### src/rtl/pixel_tap_pkg.sv
// Definitions shared by the pixel tap sampler and the analyzer manager:
// FSM encoding, default tap indices and hysteresis thresholds.
package pixel_tap_pkg;

  typedef enum logic [1:0] {
    ST_IDLE      = 2'd0,
    ST_WAIT_LINE = 2'd1,
    ST_ACTIVE    = 2'd2
  } state_t;

  localparam int unsigned DEF_LINE_LENGTH    = 1024;
  localparam int unsigned DEF_PIXEL0_INDEX   = 15;
  localparam int unsigned DEF_PIXEL1_INDEX   = 511;
  localparam int unsigned DEF_PIXEL2_INDEX   = 1023;
  localparam int unsigned DEF_THRESHOLD_HIGH = 160;
  localparam int unsigned DEF_THRESHOLD_LOW  = 96;

  function automatic logic [31:0] sat_inc32(input logic [31:0] value);
    return (value == 32'hFFFF_FFFF) ? value : value + 32'd1;
  endfunction

endpackage

### src/rtl/tap_hysteresis_comparator.sv
// One tap: when the accepted pixel index matches TAP_INDEX, the sample bit
// follows the pixel through a two-level hysteresis comparator.
module tap_hysteresis_comparator
  import pixel_tap_pkg::*;
#(
  parameter int unsigned IDX_W          = 10,
  parameter int unsigned TAP_INDEX      = DEF_PIXEL0_INDEX,
  parameter int unsigned THRESHOLD_HIGH = DEF_THRESHOLD_HIGH,
  parameter int unsigned THRESHOLD_LOW  = DEF_THRESHOLD_LOW
) (
  input  logic             i_clock,
  input  logic             i_reset,
  input  logic             i_accept,
  input  logic [IDX_W-1:0] i_index,
  input  logic [7:0]       i_data,
  input  logic             i_clear,
  output logic             o_sample
);

  localparam logic [IDX_W-1:0] TAP_IDX = IDX_W'(TAP_INDEX);
  localparam logic [7:0]       TH_HIGH = 8'(THRESHOLD_HIGH);
  localparam logic [7:0]       TH_LOW  = 8'(THRESHOLD_LOW);

  logic r_sample;
  logic w_hit;

  assign w_hit = i_accept && (i_index == TAP_IDX);

  // Between the two levels the previous sample is held.
  always_ff @(posedge i_clock) begin
    if (i_reset || i_clear) begin
      r_sample <= 1'b0;
    end else if (w_hit) begin
      if (i_data >= TH_HIGH) begin
        r_sample <= 1'b1;
      end else if (i_data <= TH_LOW) begin
        r_sample <= 1'b0;
      end
    end
  end

  assign o_sample = r_sample;

endmodule

### src/rtl/pixel_tap_sampler.sv
// Counts pixels per line, samples three tap pixels through hysteresis
// comparators and reports per-line status.
//
//   state        | meaning
//   ST_IDLE      | sampling disabled, pixel counter held at 0
//   ST_WAIT_LINE | enabled, waiting for a valid pixel with line_start
//   ST_ACTIVE    | inside a line, accepting every valid pixel
module pixel_tap_sampler
  import pixel_tap_pkg::*;
#(
  parameter int unsigned LINE_LENGTH    = DEF_LINE_LENGTH,
  parameter int unsigned PIXEL0_INDEX   = DEF_PIXEL0_INDEX,
  parameter int unsigned PIXEL1_INDEX   = DEF_PIXEL1_INDEX,
  parameter int unsigned PIXEL2_INDEX   = DEF_PIXEL2_INDEX,
  parameter int unsigned THRESHOLD_HIGH = DEF_THRESHOLD_HIGH,
  parameter int unsigned THRESHOLD_LOW  = DEF_THRESHOLD_LOW
) (
  input  logic        clock,
  input  logic        reset,
  input  logic [7:0]  data,
  input  logic        data_valid,
  input  logic        line_start,
  input  logic        enable,
  input  logic        clear,
  output logic [2:0]  sample_data,
  output logic        line_done,
  output logic [31:0] line_count,
  output logic        line_error
);

  localparam int unsigned    CNT_W    = $clog2(LINE_LENGTH);
  localparam logic [CNT_W-1:0] LAST_IDX = CNT_W'(LINE_LENGTH - 1);

  if (LINE_LENGTH < 2) begin : g_bad_length
    $error("pixel_tap_sampler: LINE_LENGTH must be at least 2");
  end
  if (PIXEL0_INDEX >= LINE_LENGTH || PIXEL1_INDEX >= LINE_LENGTH ||
      PIXEL2_INDEX >= LINE_LENGTH) begin : g_bad_index
    $error("pixel_tap_sampler: tap index outside the line");
  end
  if (THRESHOLD_LOW >= THRESHOLD_HIGH) begin : g_bad_threshold
    $error("pixel_tap_sampler: THRESHOLD_LOW must be below THRESHOLD_HIGH");
  end

  state_t             r_state;
  state_t             w_state_next;
  logic [CNT_W-1:0]   r_pixel_counter;
  logic [CNT_W-1:0]   w_index;
  logic               w_accept;
  logic               w_restart;
  logic               w_last;
  logic               r_line_done;
  logic [31:0]        r_line_count;
  logic               r_line_error;

  always_ff @(posedge clock) begin
    if (reset) begin
      r_state <= ST_IDLE;
    end else begin
      r_state <= w_state_next;
    end
  end

  always_comb begin
    w_state_next = r_state;
    if (clear) begin
      w_state_next = enable ? ST_WAIT_LINE : ST_IDLE;
    end else if (!enable) begin
      w_state_next = ST_IDLE;
    end else if (r_state == ST_IDLE) begin
      w_state_next = ST_WAIT_LINE;
    end else if (w_accept) begin
      w_state_next = w_last ? ST_WAIT_LINE : ST_ACTIVE;
    end
  end

  // A line_start inside ACTIVE aborts the line and reuses the pixel as index 0.
  always_comb begin
    w_accept  = 1'b0;
    w_restart = 1'b0;
    w_index   = r_pixel_counter;
    if (!clear && enable && data_valid) begin
      case (r_state)
        ST_WAIT_LINE: begin
          if (line_start) begin
            w_accept = 1'b1;
            w_index  = '0;
          end
        end
        ST_ACTIVE: begin
          w_accept = 1'b1;
          if (line_start) begin
            w_restart = 1'b1;
            w_index   = '0;
          end
        end
        default: ;
      endcase
    end
  end

  assign w_last = (w_index == LAST_IDX);

  always_ff @(posedge clock) begin
    if (reset || clear) begin
      r_pixel_counter <= '0;
      r_line_done     <= 1'b0;
      r_line_count    <= '0;
      r_line_error    <= 1'b0;
    end else begin
      r_line_done <= w_accept && w_last;
      if (w_accept && w_last) begin
        r_line_count <= sat_inc32(r_line_count);
      end
      if (w_restart) begin
        r_line_error <= 1'b1;
      end
      if (!enable || r_state == ST_IDLE) begin
        r_pixel_counter <= '0;
      end else if (w_accept) begin
        r_pixel_counter <= w_last ? '0 : w_index + CNT_W'(1);
      end
    end
  end

  tap_hysteresis_comparator #(
    .IDX_W(CNT_W), .TAP_INDEX(PIXEL0_INDEX),
    .THRESHOLD_HIGH(THRESHOLD_HIGH), .THRESHOLD_LOW(THRESHOLD_LOW)
  ) u_tap0 (
    .i_clock(clock), .i_reset(reset), .i_accept(w_accept), .i_index(w_index),
    .i_data(data), .i_clear(clear), .o_sample(sample_data[0])
  );

  tap_hysteresis_comparator #(
    .IDX_W(CNT_W), .TAP_INDEX(PIXEL1_INDEX),
    .THRESHOLD_HIGH(THRESHOLD_HIGH), .THRESHOLD_LOW(THRESHOLD_LOW)
  ) u_tap1 (
    .i_clock(clock), .i_reset(reset), .i_accept(w_accept), .i_index(w_index),
    .i_data(data), .i_clear(clear), .o_sample(sample_data[1])
  );

  tap_hysteresis_comparator #(
    .IDX_W(CNT_W), .TAP_INDEX(PIXEL2_INDEX),
    .THRESHOLD_HIGH(THRESHOLD_HIGH), .THRESHOLD_LOW(THRESHOLD_LOW)
  ) u_tap2 (
    .i_clock(clock), .i_reset(reset), .i_accept(w_accept), .i_index(w_index),
    .i_data(data), .i_clear(clear), .o_sample(sample_data[2])
  );

  assign line_done  = r_line_done;
  assign line_count = r_line_count;
  assign line_error = r_line_error;

endmodule

### config.mk
export PLATFORM = sky130hd
export DESIGN_NAME = pixel_tap_sampler
export DESIGN_NICKNAME = d
export VERILOG_FILES = /design/src/rtl/pixel_tap_pkg.sv /design/src/rtl/tap_hysteresis_comparator.sv /design/src/rtl/pixel_tap_sampler.sv
export SDC_FILE = /design/constraint.sdc
export NUM_CORES = 1
export LEC_CHECK = 0
export BUFFER_PORTS_ARGS = -buffer_cell sky130_fd_sc_hd__buf_4
export CELL_PAD_IN_SITES_DETAIL_PLACEMENT = 1
export CELL_PAD_IN_SITES_GLOBAL_PLACEMENT = 1
export CORE_MARGIN = 10
export CORE_UTILIZATION = 25
export DETAILED_ROUTE_END_ITERATION = 8
export GPL_TIMING_DRIVEN = 0
export PLACE_DENSITY = 0.57
export SYNTH_ARGS = -nofsm -noshare
export SYNTH_HDL_FRONTEND = slang
export SYNTH_SLANG_ARGS = --single-unit
### constraint.sdc
create_clock -name clock -period 3.83 [get_ports clock]
set_clock_uncertainty 0.05 [all_clocks]
set_input_delay 0 -clock clock [delete_from_list [all_inputs] [get_ports clock]]
set_output_delay 0 -clock clock [all_outputs]
set_load 0.03 [all_outputs]
# Word-level counts from Yosys, hierarchy flattened

Cells that the tools add are included.

Output and inout bits: 37
Input port bits: 14
Register bits after elaboration: 49
Word-level logic and storage cells: 54

$lt $le $gt $ge: 2
Reduce and logical (&&, ||, !) cells: 17
Eq/ne operators: 7
Multiplexer cells: 17
Bitwise operators: 1
Add/subtract/negate cells: 2

Operators by type and width:

| operator              | number |
|---|---|
| $mux 10               | 4 |
| $add 32x1->32 const B | 1 |
| $eq 32x32->1 const B  | 1 |
| $add 10x1->10 const B | 1 |
| $eq 10x10->1 const B  | 1 |
| $eq 10x4->1 const B   | 1 |
| $eq 10x9->1 const B   | 1 |
| $mux 2                | 5 |
| $ge 8x8->1 const B    | 1 |
| $le 8x7->1 const B    | 1 |
| $reduce_and 2->1      | 4 |
| $mux 1                | 7 |
| $logic_and 1x1->1     | 5 |
| $ne 4x1->1 const B    | 1 |
| $reduce_or 2->1       | 2 |
| $eq 2x1->1 const B    | 1 |
| $eq 2x2->1 const B    | 1 |
| $logic_not 1->1       | 2 |
| $logic_not 2->1       | 1 |
| $logic_or 1x1->1      | 2 |
| $pmux 1 s2            | 1 |
| $reduce_bool 2->1     | 1 |
| $not 1->1             | 1 |

# Logic depth before layout (Yosys ltp)

Gate-level depths: netlist (run 1).

Depth in word-level cells: 10
Depth in mapped cells: 12
Mapped depth without buffers: 11

# Cells and area by module

Synthesis (run 1) repeated with hierarchy kept, for this count alone.

Cell total of the unflattened synthesis: 350
Area, all modules: 2,825.2 sq um

By module, submodules not included:

| module                              | cells each | sequential area each (sq um) | area each (sq um) | instances |
|---|---|---|---|---|
| pixel_tap_sampler                   | 315        | 920.9                        | 2,542.4           | 1 |
| tap_hysteresis_comparator at u_tap0 | 11         | 20.0                         | 97.6              | 1 |
| tap_hysteresis_comparator at u_tap1 | 12         | 20.0                         | 93.8              | 1 |
| tap_hysteresis_comparator at u_tap2 | 12         | 20.0                         | 91.3              | 1 |

# Worst setup path before layout (run 1)

No wires, ideal clock.

Path type: register to register
Start: reg r_state[0]
End: reg r_line_count[8], in the netlist line_count[8]
Path slack: 826 ps
Data required time: 3,709 ps
Arrival: 2,883 ps
Stages on the path, launching flop included: 12
Period minus slack after synthesis: 3,004 ps
Buffers on the path: 0
Library setup time: 71 ps
Path through: dfxtp_1 -> inv_1 -> ha_1 -> and4b_2 -> nand2_1 -> and2_1 -> ha_1 -> nand4_2 -> or4_4 -> or3_1 -> or3_1 -> a21oi_1

Word-level cells in the longest chain between the ends: 7
Elaborated cells on any way between the ends: 10
Classes of those cells: eq/ne (3); mux (4); reduce/logical (3)

RTL lines:

| element                                         | RTL line                 | text |
|---|---|---|
| start, declared                                 | pixel_tap_sampler.sv:45  | `state_t r_state;` |
| start signal, assigned                          | pixel_tap_sampler.sv:60  | `r_state <= w_state_next;` |
| $eq 2x2->1 / $eq 2x1->1 (equally long branches) | pixel_tap_sampler.sv:83  | `case (r_state)` |
| $reduce_or 2->1 (no source line)                | n/a                      |  |
| $mux 10                                         | n/a                      |  |
| $mux 10                                         | pixel_tap_sampler.sv:82  | `if (!clear && enable && data_valid) begin` |
| $eq 10x10->1                                    | pixel_tap_sampler.sv:102 | `assign w_last = (w_index == LAST_IDX);` |
| $logic_and 1x1->1 (*)                           | pixel_tap_sampler.sv:112 | `if (w_accept && w_last) begin` |
| $reduce_and 2->1 (no source line) (*)           | n/a                      |  |
| end signal, assigned                            | pixel_tap_sampler.sv:113 | `r_line_count <= sat_inc32(r_line_count);` |
| end, declared                                   | pixel_tap_sampler.sv:53  | `logic [31:0] r_line_count;` |

Mark *: on every way between the ends. The rest lies on a longest branch, timed or not.
A chain may end at the register's enable or synchronous reset.

# Worst setup path in the final report (run 1)

Start: reg r_state[0]
End: reg r_state[0]

Word-level cells in the longest chain between the ends: 10
Elaborated cells on any way between the ends: 15
Classes of those cells: eq/ne (4); mux (9); reduce/logical (2)

RTL lines:

| element                                         | RTL line                 | text |
|---|---|---|
| $eq 2x2->1 / $eq 2x1->1 (equally long branches) | pixel_tap_sampler.sv:83  |  |
| $reduce_or 2->1 (no source line)                | n/a                      |  |
| $mux 10                                         | n/a                      |  |
| $mux 10                                         | pixel_tap_sampler.sv:82  |  |
| $eq 10x10->1                                    | pixel_tap_sampler.sv:102 |  |
| $mux 2                                          | pixel_tap_sampler.sv:73  | `w_state_next = w_last ? ST_WAIT_LINE : ST_ACTIVE;` |
| $mux 2                                          | pixel_tap_sampler.sv:72  | `end else if (w_accept) begin` |
| $mux 2                                          | pixel_tap_sampler.sv:70  | `end else if (r_state == ST_IDLE) begin` |
| $mux 2                                          | pixel_tap_sampler.sv:68  | `end else if (!enable) begin` |
| $mux 2                                          | pixel_tap_sampler.sv:66  | `if (clear) begin` |

Several ways; a longest one is shown, not always the timed one. The select of a mux whose other input is x is not followed.

==> summary.txt, run 1 <==
Power and ir drop
  – Switching Share: 0.240
  – NetSw: 215 uW
  – P_leak: 0.00117 uW
  – PwrDens: 256 nW/um^2
  – Max IR drop VDD: 0.117 mV
  – Sequential Power Share: 0.570
  – Combinational share of power: 0.051
  – Cell Int Power: 680 uW
  – Clock Power Share: 0.378

Critical path
  – Crit path capture type: flop
  – Worst path top cell family by delay: simple AND/OR/NAND/NOR gates
  – Slowest cell on the critical path: nor4_4
  – Critical path buffers and inverters: 3
  – Top cell by count, worst path: ha_1
  – CP Launch Type: flop
  – Setup Crit Path Kind: reg2reg
  – Slowest stage delay, CP: 0.57 ns
  – Arrival time worst endpoint: 3.79 ns
  – Worst-path cell chain: inv_1, ha_1, and4b_2, nand2_1, and2_1, ha_1, nand4_2, nor4_4, buf_2, a2111oi_0, nor2_1, dlygate4sd3_1
  – Origin of the critical flop-to-flop path: r_state[0]$_SDFFE_PP0P_
  – Worst-path fanout max: 10
  – Data required, critical path: 4.03 ns
  – Critical Path Start: r_state[0]$_SDFFE_PP0P_

Routing
  – Initial DRC Count: 156
  – Wire length per cell: 17.2 um
  – Routed wire length: 9580 um
  – Drt pass-1 iters: 4
  – DR vias/cell: 5.35
  – Drc violations: 0
  – Routed Antenna Nets: 0
  – Vias: 2976

STA
  – Slew @ Worst Pin: 1.06 ns
  – Final WS setup: 0.241 ns
  – Slew Limit Fails: 0
  – Final number of setup-violating endpoints: 0
  – Setup TNS: 0 ns
  – Max Clk Rate: 279 MHz
  – RSZ-0062 raised after global routing: false
  – Crit path time final: 3.59 ns
  – Final Cycle Share: 0.937
  – Max-Slew Margin vs Limit: 0.285
  – Hold violation count in the final report: 0

GRT
  – First-pass GRT wire length: 16000 um
  – Vias in the first global route: 3121
  – Grt total ovfl: 0
  – Initial antenna violation count: 0
  – Largest net degree at the start of global routing: 16
  – GR Util All Layers: 0.120

Die
  – Core Area: 10800 um^2
  – Die X: 125 um
  – Starting Density: 0.256
  – Die ar.: 15700 um^2
  – Row cnt: 38
  – Num ports: 51
  – Die Y: 125 um

Finish
  – Utilization after layout: 0.322
  – Design area: 3490 um^2
  – Number of diodes: 0
  – Layout cells sized above 1: 0.207
  – Synth-to-Final Area Change: 25.9%
  – Final #Nets: 434
  – Filler cell count: 1327

Placement
  – Port bufs: 50
  – Pre-CTS setup slack: 0.345 ns
  – Final Wtd Congestion: 0.791
  – DP Wirelength: 7260 um
  – Cell Area, Placed: 3320 um^2

Logic synthesis
  – Seq/Total Area, Yosys: 0.354
  – Most common flop cell mapped by yosys: dfxtp_1
  – Warnings, synthesis: 0
  – Number of enable-type register cells in the synthesized netlist: 0
  – Synthesized instance count: 351
  – Synth cell types: 52
  – Area leader, netlist: dfxtp_1
  – Synthesized cell area: 2770 um^2
  – Yosys reg bits: 49
  – Yosys top cell area share: 0.354
  – Area contributors post-synth: dfxtp_1, a21oi_1, o21ai_0
  – Ys async rst share: 0
  – Syn_nets: 370
  – Avg Cell Area, Syn: 7.90 um^2

Worst hold path
  – Hold wc startpoint: line_start
  – Kind of path behind the tightest hold check: in2reg

Clock tree
  – Num CTS Buffers: 5
  – CTS Buffer Depth: 2
  – Root buf cell: clkbuf_8
  – Post-CTS Setup Bufs: 0
  – Clock-pin slew on the worst setup and hold paths: 0.10 ns
  – H-Tree Depth: 2
  – Sink Count: 49
  – CTS tree: built
  – Clock latency on the worst-skew pair: 0.31 ns

Outcome
  – Run status: finished clean

Job
  – Max-cap violations: 0
==> power by group through the flow <==
| stage | Sequential [uW] | Combinational, uW | Clock [uW] |
|---|---|---|---|
| after floorplan | 522 | 19.1 | 0 |
| after global placement | 522 | 39.8 | 0 |
| after detailed placement | 522 | 40.7 | 0 |
| after CTS | 510 | 46.4 | 356 |
| after global routing | 510 | 50.6 | 375 |
| final | 510 | 45.8 | 339 |
==> layer usage <==
| layer | GRT usage | vias to the layer above | wire [um] |
|---|---|---|---|
| li1 | - | 1459 | - |
| met4 | 0.0291 | 0 | 87 |
| met5 | 0 | - | 0 |
| met1 | 0.157 | 1468 | 4720 |
| met3 | 0.0199 | 10 | 197 |
| met2 | 0.198 | 39 | 4570 |
==> registers in the layout (all words and copies together) (netlist names) <==
register,flops
line_count,32
line_done,1
line_error,1
r_pixel_counter,10
r_state,2
u_tap0.o_sample,1
u_tap1.o_sample,1
u_tap2.o_sample,1
==> worst paths after layout <==
| check | to | slack, ns | cells after the start |
|---|---|---|---|
| max reg2reg | r_state[0]$_SDFFE_PP0P_ | 0.24 | 12 |
| min reg2reg | r_pixel_counter[1]$_SDFFE_PP0N_ | 0.44 | 2 |
| max | r_state[0]$_SDFFE_PP0P_ | 0.24 | 12 |
| min | line_error$_SDFFE_PP0P_ | 0.05 | 4 |
==> cells in the mapped netlist (5+ instances only) <==
| library cell | count |
|---|---|
| a21oi_1 | 41 |
| and2_1 | 5 |
| and3_1 | 6 |
| clkbuf_1 | 9 |
| dfxtp_1 | 49 |
| ha_1 | 5 |
| inv_1 | 7 |
| nand2_1 | 29 |
| nand3_1 | 21 |
| nand4_1 | 19 |
| nor2_1 | 22 |
| nor3_1 | 10 |
| o21ai_0 | 29 |
| o31ai_1 | 8 |
| or3_1 | 21 |
| or4_1 | 7 |
==> stage by stage <==
| stage | cells | hold WS [ns] | power (uW) |
|---|---|---|---|
| final | 556 | 0.0518 | 895 |
| after global routing | 556 | 0.0853 | 936 |
| after CTS | 556 | 0.0370 | 912 |
| after detailed placement | 541 | 0.265 | 563 |
| after global placement | 541 | 0.255 | 562 |
| after floorplan | 351 | 0.0878 | 541 |
==> cells in the final DEF (no fill, tap or decap), types with 3 or more instances in the layout <==
cell type / instances
or2_2: 4
or3_2: 3
dlygate4sd3_1: 8
o21ai_0: 29
nor4_1: 4
a31oi_1: 3
nand4_1: 19
buf_4: 54
and2_1: 5
clkbuf_8: 7
nand3_1: 21
a21oi_1: 41
dfxtp_1: 49
o211ai_1: 3
o31ai_1: 8
ha_1: 5
nand4b_1: 3
nand2b_1: 3
nor3_1: 10
inv_1: 7
clkbuf_1: 9
or3_1: 21
nand2_1: 29
nor2_1: 22
and3_1: 6
nand4_2: 3
or4_1: 7
==> worst reg2reg max path, stage by stage, from the launching register on <==
cell,delay (ns)
dfxtp_1,0.36
inv_1,0.07
ha_1,0.33
and4b_2,0.30
nand2_1,0.09
and2_1,0.14
ha_1,0.27
nand4_2,0.21
nor4_4,0.57
buf_2,0.37
a2111oi_0,0.11
nor2_1,0.12
dlygate4sd3_1,0.55
==> cell families after synthesis <==
| logic type | share of synthesized area |
|---|---|
| compound gates | 0.194 |
| buf+inv | 0.0524 |
| mux | 0.00361 |
| fa+ha+maj | 0.0226 |
| simple gates | 0.373 |
| flops | 0.354 |
==> final cells by class <==
class	instances	area [um^2]	share of cell area
tap	140	175	0.0502
buffer	20	119	0.0341
sequential	49	981	0.281
timing repair buffer	57	445	0.128
clock inverter	2	13.8	0.00395
multi-input combinational	275	1650	0.472
inverter	7	26.3	0.00753
clock buffer	6	82.6	0.0237
==> timing repair <==
| item | CTS | global route |
|---|---|---|
| hold buffers | 7 | 0 |
| endpoints found under the hold margin | 4 | 0 |
| gates resized for setup | 0 | 0 |
| endpoints found under the setup margin | 0 | 0 |
Power figures use the tool's default switching activity.
==> run 2, diff against run 1 <==
--- a/config.mk
+++ b/config.mk
@@ -9,10 +9,10 @@
 export CELL_PAD_IN_SITES_DETAIL_PLACEMENT = 1
 export CELL_PAD_IN_SITES_GLOBAL_PLACEMENT = 1
 export CORE_MARGIN = 10
-export CORE_UTILIZATION = 25
+export CORE_UTILIZATION = 30
 export DETAILED_ROUTE_END_ITERATION = 8
 export GPL_TIMING_DRIVEN = 0
-export PLACE_DENSITY = 0.57
+export PLACE_DENSITY_LB_ADDON = 0.1
 export SYNTH_ARGS = -nofsm -noshare
 export SYNTH_HDL_FRONTEND = slang
 export SYNTH_SLANG_ARGS = --single-unit
==> constraint.sdc (replaced) <==
create_clock -name clock -period 3.2 [get_ports clock]
set_clock_uncertainty 0.05 [all_clocks]
set_input_delay 0 -clock clock [delete_from_list [all_inputs] [get_ports clock]]
set_output_delay 0 -clock clock [all_outputs]
set_load 0.03 [all_outputs]
==> summary.txt, run 2 (synthesis results as in run 1) <==
Clock tree
  – CTS tree: built
  – Clock-pin slew on the worst setup and hold paths: 0.09 ns (about the same)
  – H-Tree Depth: 2 (unchanged)
  – Sink Count: 49 (unchanged)
  – Num CTS Buffers: 5 (unchanged)
  – Clock latency on the worst-skew pair: 0.31 ns (about the same)
  – CTS Buffer Depth: 2 (unchanged)
  – Root buf cell: clkbuf_8

GRT
  – First-pass GRT wire length: 15300 um (-4.6%)
  – GR Util All Layers: 0.140 (+0.0209)
  – Vias in the first global route: 2955 (-5.3%)
  – Initial antenna violation count: 0 (unchanged)
  – Largest net degree at the start of global routing: 15 (-1)
  – Grt total ovfl: 0 (unchanged)

Finish
  – Fin cells: 535 (-3.8%)
  – Commonest non-fill, non-tap cell in the layout: buf_4
  – Most frequent cells in the layout: buf_4, dfxtp_1, a21oi_1, nand2_1, o21ai_0
  – Number of diodes: 0 (unchanged)
  – Max FFs per register: 32 (unchanged)
  – Synth-to-Final Area Change: 27.7%
  – Final #Nets: 442 (+1.8%)
  – Layout cells sized above 1: 0.233 (+0.0268)

Placement
  – DP Wirelength: 6980 um (-3.8%)
  – Final Wtd Congestion: 0.816 (+3.2%)
  – Port bufs: 50 (unchanged)
  – # placed instances: 512 (-5.4%)

Power and ir drop
  – Max IR drop VDD: 0.162 mV (+38%)
  – PwrDens: 292 nW/um^2 (+14%)
  – P_leak: 0.00122 uW (+4.6%)

Routing
  – Initial DRC Count: 144 (-7.7%)
  – Routed Antenna Nets: 0 (unchanged)
  – Vias: 2962 (-0.47%)
  – Routed wire length: 9390 um (-1.9%)
  – Drc violations: 0 (unchanged)
  – Drt pass-1 iters: 4 (unchanged)
  – DR vias/cell: 5.54 (+3.4%)
  – Wire length per cell: 17.6 um (+1.9%)

Critical path
  – Arrival time worst endpoint: 3.25 ns (-0.54 ns)
  – Setup Crit Path Kind: reg2reg
  – Data required, critical path: 3.39 ns (-0.64 ns)
  – Crit path capture type: flop
  – Worst-path fanout max: 4 (-6)
  – CP Launch Type: flop

Worst hold path
  – Kind of path behind the tightest hold check: in2reg

STA
  – Hold violation count in the final report: 0 (unchanged)
  – Setup TNS: 0 ns (unchanged)
  – Crit path time final: 3.06 ns (-0.525 ns)
  – Max Clk Rate: 326 MHz (+17%)
  – Max-Slew Margin vs Limit: 0.194 (-0.0904)
  – Slew Limit Fails: 0 (unchanged)
  – Final number of setup-violating endpoints: 0 (unchanged)
  – Final Cycle Share: 0.957 (+0.0203)
  – Slew @ Worst Pin: 1.20 ns (+0.135 ns)

Die
  – Core Area: 9110 um^2 (-16%)
  – Row cnt: 35 (-7.9%)
  – Die X: 116 um (-7.3%)
  – Die ar.: 13500 um^2 (-14%)
  – Starting Density: 0.304 (+0.0486)
  – Die Y: 116 um (-7.3%)
  – Num ports: 51 (unchanged)

Job
  – Max-cap violations: 0 (unchanged)

Outcome
  – Run status: finished clean
[run 2: power by group]
part / internal (uW) / total (uW) / switching, uW
sequential: 610 / 611 / 0.567
clock: 152 / 368 / 216
combinational: 26.8 / 53.7 / 26.9
[run 2: path summary, 6_finish.rpt]
kind	from	to	slack, ns	cells after the start
setup / recovery	r_state[0]$_SDFFE_PP0P_	line_count[8]$_SDFFE_PP0P_	0.14	11
hold / removal	data[7]	u_tap0.o_sample$_SDFFE_PP0P_	0.03	4
setup reg to reg	r_state[0]$_SDFFE_PP0P_	line_count[8]$_SDFFE_PP0P_	0.14	11
hold reg to reg	u_tap2.o_sample$_SDFFE_PP0P_	u_tap2.o_sample$_SDFFE_PP0P_	0.43	2
[run 2: repair_timing]
action / in CTS / in global routing
pin swaps: 2 / 5
hold buffers: 5 / 0
resized for setup: 3 / 4
setup buffers: 2 / 8
endpoints found under the hold margin: 4 / 0
endpoints found under the setup margin: 29 / 23
[run 2: layer usage]
metal  global-route usage  vias up  routed length (um)
li1                     -     1470                   -
met1                0.189     1437                4690
met2                0.221       49                4190
met3               0.0354        6                 433
met4               0.0309        0                  83
met5                    0        -                   0
[run 2: metrics by stage]
| step | hold WS (ns) | power (uW) | utilization | instance area, um^2 | worst slack (ns) |
|---|---|---|---|---|---|
| floorplan | 0.0878 | 648 | - | 2770 | 0.196 |
| global placement | 0.252 | 671 | 0.361 | 3290 | -0.242 |
| detailed placement | 0.269 | 673 | 0.361 | 3290 | -0.300 |
| CTS | 0.0221 | 1060 | 0.379 | 3450 | 0.0177 |
| global route | 0.0475 | 1080 | 0.389 | 3540 | -0.0271 |
| finish | 0.0253 | 1030 | 0.389 | 3540 | 0.136 |
[run 2: layout make-up]
type	count	area (um^2)
tap	111	139
fill	1148	5570
buffer	20	119
multi-input combinational	275	1690
clock inverter	2	10.0
clock buffer	6	72.6
sequential	49	982
inverter	7	26.3
timing repair buffer	65	500
[run 2: critical path, cell delays in order, from the launching register on]
cell	delay [ns]
dfxtp_2	0.35
inv_1	0.08
ha_4	0.26
and4b_2	0.24
nand2_1	0.08
and2_1	0.18
ha_4	0.19
nand4_4	0.16
or4_4	0.59
or3_1	0.37
or3_1	0.31
a21oi_1	0.14
